`config.mk`:
```
export PLATFORM = sky130hd
export DESIGN_NAME = bcd_counter_n
export DESIGN_NICKNAME = d
export VERILOG_FILES = /design/src/rtl/bcd_counter_n.sv
export SDC_FILE = /design/constraint.sdc
export NUM_CORES = 1
export LEC_CHECK = 0
export CORE_MARGIN = 4
export CORE_UTILIZATION = 38
export CTS_BUF_LIST = sky130_fd_sc_hd__clkbuf_16
export CTS_CLUSTER_SIZE = 20
export DETAILED_ROUTE_END_ITERATION = 10
export HOLD_SLACK_MARGIN = 0.08
export PLACE_DENSITY = 0.77
export SLEW_MARGIN = 20
export SYNTH_ARGS = -nofsm -noshare
export SYNTH_HDL_FRONTEND = slang
export SYNTH_SLANG_ARGS = --single-unit
```
`constraint.sdc`:
```
create_clock -name clk -period 1.1 [get_ports clk]
set_input_delay 0.165 -clock clk [delete_from_list [all_inputs] [get_ports clk]]
set_output_delay 0.165 -clock clk [all_outputs]
set_load 0.02 [all_outputs]
```
`src/rtl/bcd_counter_n.sv`:
```
// bcd_counter_n
//
// Multi-digit BCD counter with a programmable terminal value. Counts up
// from 0 to TOP and wraps to 0; optionally counts down from 0 to TOP. A
// synchronous parallel load takes priority over counting. Illegal load
// values (a digit above 9, or a value above TOP) load zero instead.
// Stages cascade by tying one stage's z to the next stage's en.
//
// Optional feature macro: BCD_COUNTER_UPDOWN_EN
//   defined   -> the up port selects increment (1) or decrement (0)
//   undefined -> always increments; the up port is ignored
//
// Parameters:
//   DIGITS  number of BCD digits (1..8)
//   TOP     terminal value as a decimal integer (1..10**DIGITS-1)
//
// Ports:
//   clk      rising-edge clock
//   rst_n    asynchronous active-low reset (q = 0, wrapped = 0)
//   en       count enable
//   up       direction (1 = up, 0 = down), used only with the macro
//   load     synchronous parallel load, higher priority than en
//   d        BCD load value, least significant digit in d[3:0]
//   q        registered BCD count
//   z        combinational terminal-count carry/borrow
//   wrapped  sticky flag, set on wrap, cleared by reset or load

module bcd_counter_n #(
  parameter int DIGITS = 2,
  parameter int TOP    = 10**DIGITS - 1
) (
  input  logic                clk,
  input  logic                rst_n,
  input  logic                en,
  input  logic                up,
  input  logic                load,
  input  logic [4*DIGITS-1:0] d,
  output logic [4*DIGITS-1:0] q,
  output logic                z,
  output logic                wrapped
);

  localparam int W = 4 * DIGITS;

  // Converts the decimal TOP parameter into its BCD image at elaboration.
  function automatic logic [W-1:0] to_bcd(input int unsigned v);
    logic [W-1:0] r;
    int unsigned  t;
    r = '0;
    t = v;
    for (int i = 0; i < DIGITS; i++) begin
      r[4*i +: 4] = 4'(t % 10);
      t = t / 10;
    end
    return r;
  endfunction

  localparam logic [W-1:0] TOP_BCD = to_bcd(TOP);

  if (DIGITS < 1 || DIGITS > 8) begin : g_bad_digits
    $error("bcd_counter_n: DIGITS must be in 1..8");
  end

  if (TOP < 1 || TOP > 10**DIGITS - 1) begin : g_bad_top
    $error("bcd_counter_n: TOP must be in 1..10**DIGITS-1");
  end

  logic [W-1:0] q_q, q_d;
  logic         wrapped_q, wrapped_d;
  logic         up_eff;
  logic         d_legal;
  logic         at_top, at_zero;
  logic [W-1:0] q_inc;

`ifdef BCD_COUNTER_UPDOWN_EN
  logic [W-1:0] q_dec;
  assign up_eff = up;
`else
  // Port kept for source compatibility; direction is fixed to up.
  logic unused_up;
  assign unused_up = up;
  assign up_eff    = 1'b1;
`endif

  assign at_top  = (q_q == TOP_BCD);
  assign at_zero = (q_q == '0);

  // With every digit in 0..9, plain unsigned comparison of the BCD vectors
  // orders them the same way as their decimal values.
  always_comb begin
    d_legal = (d <= TOP_BCD);
    for (int i = 0; i < DIGITS; i++) begin
      if (d[4*i +: 4] > 4'd9) begin
        d_legal = 1'b0;
      end
    end
  end

  // Decimal increment: a digit moves only when all lower digits are 9.
  always_comb begin
    logic carry;
    q_inc = q_q;
    carry = 1'b1;
    for (int i = 0; i < DIGITS; i++) begin
      if (carry) begin
        q_inc[4*i +: 4] = (q_q[4*i +: 4] == 4'd9) ? 4'd0 : q_q[4*i +: 4] + 4'd1;
      end
      carry = carry & (q_q[4*i +: 4] == 4'd9);
    end
  end

`ifdef BCD_COUNTER_UPDOWN_EN
  // Decimal decrement: a digit moves only when all lower digits are 0.
  always_comb begin
    logic borrow;
    q_dec  = q_q;
    borrow = 1'b1;
    for (int i = 0; i < DIGITS; i++) begin
      if (borrow) begin
        q_dec[4*i +: 4] = (q_q[4*i +: 4] == 4'd0) ? 4'd9 : q_q[4*i +: 4] - 4'd1;
      end
      borrow = borrow & (q_q[4*i +: 4] == 4'd0);
    end
  end
`endif

  // Next state: load beats en beats hold; wraps set the sticky flag.
  always_comb begin
    q_d       = q_q;
    wrapped_d = wrapped_q;
    if (load) begin
      q_d       = d_legal ? d : '0;
      wrapped_d = 1'b0;
    end else if (en) begin
`ifdef BCD_COUNTER_UPDOWN_EN
      if (up_eff) begin
        if (at_top) begin
          q_d       = '0;
          wrapped_d = 1'b1;
        end else begin
          q_d = q_inc;
        end
      end else begin
        if (at_zero) begin
          q_d       = TOP_BCD;
          wrapped_d = 1'b1;
        end else begin
          q_d = q_dec;
        end
      end
`else
      if (at_top) begin
        q_d       = '0;
        wrapped_d = 1'b1;
      end else begin
        q_d = q_inc;
      end
`endif
    end
  end

  always_ff @(posedge clk or negedge rst_n) begin
    if (!rst_n) begin
      q_q       <= '0;
      wrapped_q <= 1'b0;
    end else begin
      q_q       <= q_d;
      wrapped_q <= wrapped_d;
    end
  end

  assign q       = q_q;
  assign wrapped = wrapped_q;
  assign z       = en & ~load & (up_eff ? at_top : at_zero);

endmodule

```
Yosys cells after proc, flatten, opt, wreduce, memory -nomap -nowiden
Index checks and enable logic that the tools add are counted. W data, S select, Z words.

Latch bits: 0. ROM bits: 0. RAM bits: 0. Memories kept: 0. Logic and storage cells: 31. Flip-flop bits (word level): 9.

Reductions and logical operators: 5. Equal/unequal tests: 3. Magnitude comparators: 3. Mux-type cells: 12. Bitwise operators: 3. Add/subtract/negate cells: 2. Div/mod/pow operators: 0. Shifts and indexed selects: 0. Multiply operators: 0.

Operator list (number): $mux W8 (4); $mux W4 (3); $add A4 B1 Y4 const B (2); $eq A4 B4 Y1 const B (2); $eq A8 B8 Y1 const B (1); $gt A4 B4 Y1 const B (2); $le A8 B8 Y1 const B (1); $mux W1 (5); $reduce_and A2 Y1 (2); $reduce_bool A2 Y1 (2); $reduce_bool A3 Y1 (1); $and A1 B1 Y1 (2); $not A1 Y1 (1).

Longest topological paths before layout
Word-level depth: 6. Gate-level depth with buffers: 4. Depth with buffers taken out: 3.

Least setup slack after synthesis
Ideal clock, no wire load.

Kind: reg2out. Start point: register q_q[2] (netlist: q[2]). End point: output port z. Data required time: 935 ps. Setup slack: -296 ps. Stages on the path, launching flop included: 4. Arrival time: 1231 ps. Path through: dfrtp_1 and4bb_1 nand3_1 nor2_1.

Longest elaborated chain between the ends: 2.

Ends and longest elaborated chain: from (decl) (line 68) `logic [W-1:0] q_q, q_d;`; from (signal assigned) (line 167) `q_q <= q_d;`; $eq A8 B8 Y1 (line 85) `assign at_top = (q_q == TOP_BCD);`; $and A1 B1 Y1 (line 174) `assign z = en & ~load & (up_eff ? at_top : at_zero);`; to (decl) (line 39) `output logic z,`.

No other way between the ends.

Worst setup path in the final report
Start point: register q_q[1] (netlist: q[1]). End point: output port z.

Same word-level chain as after synthesis.

==> metrics.txt <==
largest family of logic cells by synthesized area simple AND/OR/NAND/NOR gates; post-synthesis mux area share 0; share of synthesized cell area in and, or, nand and nor gates 0.320; run status finished, violations left; net switching power 444 uW; number of standard-cell rows in the floorplan 14; initial cell density of the core 0.406; Crit. End Element output port; sw frac 0.281; class of the most critical hold timing path primary input to async pin; largest net degree at the start of global routing 10; FMAX 694 MHz; Post-Synthesis Net Count 83; total length of routed wires 2.43 mm; cell area after technology mapping 618 um2; cell area after layout 1190 um2; height of the chip 48.3 um; post-layout net count 130; final worst clock skew 0.00131 ns; power density over cell area 1330 nW/um2; Total Routing Usage GR 0.203; internal power of the cells 1140 uW; Gate power share 0.350; count of H-tree levels built during CTS 1; violated checks negative setup slack; startpoint kind of the worst setup timing path register; clock sink count 9; Ports 23; area of the die 2340 um2; remaining antenna violation count after routing 0; Yosys top cell area share 0.364; worst vdd rail ir drop 0.000694 V; sequential cell fraction of total power 0.247; first-iteration detailed-routing DRC count 26; least setup slack across all paths after layout -0.340 ns; Die X 48.3 um; Min Clock Period, post-route 1.44 ns; vias in the first global route 737; main area contributors after synthesis dfrtp_1 36%, nand3_1 4.0%, nand4_1 4.0%; initial antenna violation count 0; Lkg Pwr 0.000545 uW; average via count per standard cell 5.89; Synth-to-Final Area Change 93.1%; xor/xnor share of the synthesized area 0.0283; clock buffers created by TritonCTS 3; Syn. warnings 0; max-cap violation count 0; adder-cell share of the synthesized area 0; arrival time at the worst endpoint 1.27 ns; Port Buf Inserts 21; number of instances in the synthesized netlist 70; total of hold buffers inserted after clock tree synthesis 0; count of unresolved DRC violations after routing 0; commonest cells after routing, fill and taps aside 17 x buf_6, 17 x buf_4, 9 x clkdlybuf4s50_1; hold violation total from the final report 0; clock tree root driver cell clkbuf_16; max-slew violation total from the final report 0; core outline area 1520 um2; TritonCTS clock tree done; Avg Inst Size Synth 8.83 um2; part of the total power dissipated in the clock network 0.403; count of unique library cells instantiated by Yosys 35; post-synthesis sequential area ratio 0.364; area after detailed placement 972 um2; wire length of the first global-routing pass 3.70 mm; area leader, netlist dfrtp_1; total iterations of the first detailed-routing run 4; clock input transition at the sequential cells of the worst setup and hold paths 0.04 ns; slew at the pin closest to its max-slew limit 0.419 ns; gpl congestion 0.855; layout cells sized above 1 0.474; required time at the worst-slack endpoint 0.94 ns; remaining max-slew budget at the tightest pin 0.720; routed length per instance 18.4 um; final critical-path share of the clock period 1.31; diode insertion count for antenna repair 0; RSZ-0062 raised after global routing true; number of buffers on the longest clock path 2; number of endpoints failing setup at the final stage 10; register bit total from synthesis 9; clock latency on the worst-skew pair 0.24 ns; Setup WS pre-CTS -0.704 ns; global route total overflow 0; compound-gate portion of the synthesized area 0.213; Via Count 778; DP Wirelength 1.47 mm; type of the worst setup path register to output port; Max Fanout on Critical Path 2
[layer usage]
layer,share of wire,track usage
met1,0.38,0.234
met2,0.52,0.350
met3,0.055,0.0521
met4,0.035,0.0829
met5,0,0
[worst max-delay path, stage by stage (launching register included)]
cell and delay [ns]:
dfrtp_2 0.40, and4bb_1 0.31, nand3_2 0.12, nor2_4 0.10, buf_6 0.12
[layout make-up]
type                            count  area (um2)
Clock inverter                      1        3.75
Multi-Input combinational cell     52         413
Tap cell                           16        20.0
Inverter                            5        18.8
Clock buffer                        3        75.1
Sequential cell                     9         231
Fill cell                          89         330
Timing Repair Buffer               46         432
[final timing paths]
path                                end  startpoint  cells after the start  slack (ns)
worst max-delay path                  z        q[1]                      4       -0.34
max in group asynchronous          q[4]       rst_n                      1        0.55
worst min-delay path               q[6]       rst_n                      1        0.23
min in group clk                   q[0]        d[0]                      3        0.54
worst max register to register     q[7]        q[1]                      4       -0.28
worst min register to register  wrapped     wrapped                      2        0.55
[per-stage QoR]
| stage | setup TNS, ns | total power (uW) | cells | hold slack (ns) | utilization |
|---|---|---|---|---|---|
| after floorplan | -0.590 | 597 | 70 | -0.131 | - |
| after global placement | -4.54 | 805 | 121 | 0.482 | 0.638 |
| after detailed placement | -4.66 | 814 | 121 | 0.490 | 0.638 |
| after CTS | -1.15 | 1490 | 129 | 0.248 | 0.722 |
| after global routing | -1.81 | 1640 | 132 | 0.271 | 0.783 |
| final | -1.37 | 1580 | 132 | 0.235 | 0.783 |
[synthesized netlist by cell type]
master	instances
or4_1	1
o22ai_1	2
nor2b_1	3
o2111ai_1	1
a21oi_1	1
and4b_1	1
nand2_1	6
dfrtp_1	9
and2_1	1
a31oi_1	2
nand4_1	4
nor3b_1	1
o2bb2ai_1	1
a311oi_1	1
o21ai_1	2
buf_4	1
nor3_1	1
o31ai_1	1
nand4b_1	1
o21ai_0	4
and3b_1	1
nand3_1	5
a21bo_2	1
clkbuf_1	1
nor2_1	2
nand2b_1	2
inv_1	5
a221o_1	1
nand3b_4	1
xnor2_1	1
and4bb_1	1
buf_6	1
buf_2	1
a211o_1	2
xor2_1	1
[logic make-up (layout without fill, tap and decap cells)]
group,Yosys count,in the layout
AO/OA/AOI/OAI,19,19
flip-flops,9,9
buffers and inverters,9,55
AND/OR/NAND/NOR,31,31
XOR/XNOR,2,2
[flip-flops by register name (all words and copies together), names as in the netlist]
register and flops:
wrapped 1, q 8
[power by group through the flow]
stage / Clock [uW] / Sequential (uW) / Combinational, uW
2_1_floorplan: 0 / 446 / 151
4_1_cts: 635 / 387 / 466
3_5_place_dp: 0 / 388 / 426
5_1_grt: 658 / 394 / 591
6_report: 638 / 390 / 554
3_3_place_gp: 0 / 387 / 418
[what timing repair did]
action / 4_1_cts / 5_1_grt
gates resized for setup: 59 / 23
setup buffers: 4 / 4
pin swaps: 6 / 7
setup endpoints to repair: 18 / 19
(Power assumes the default switching activity.)
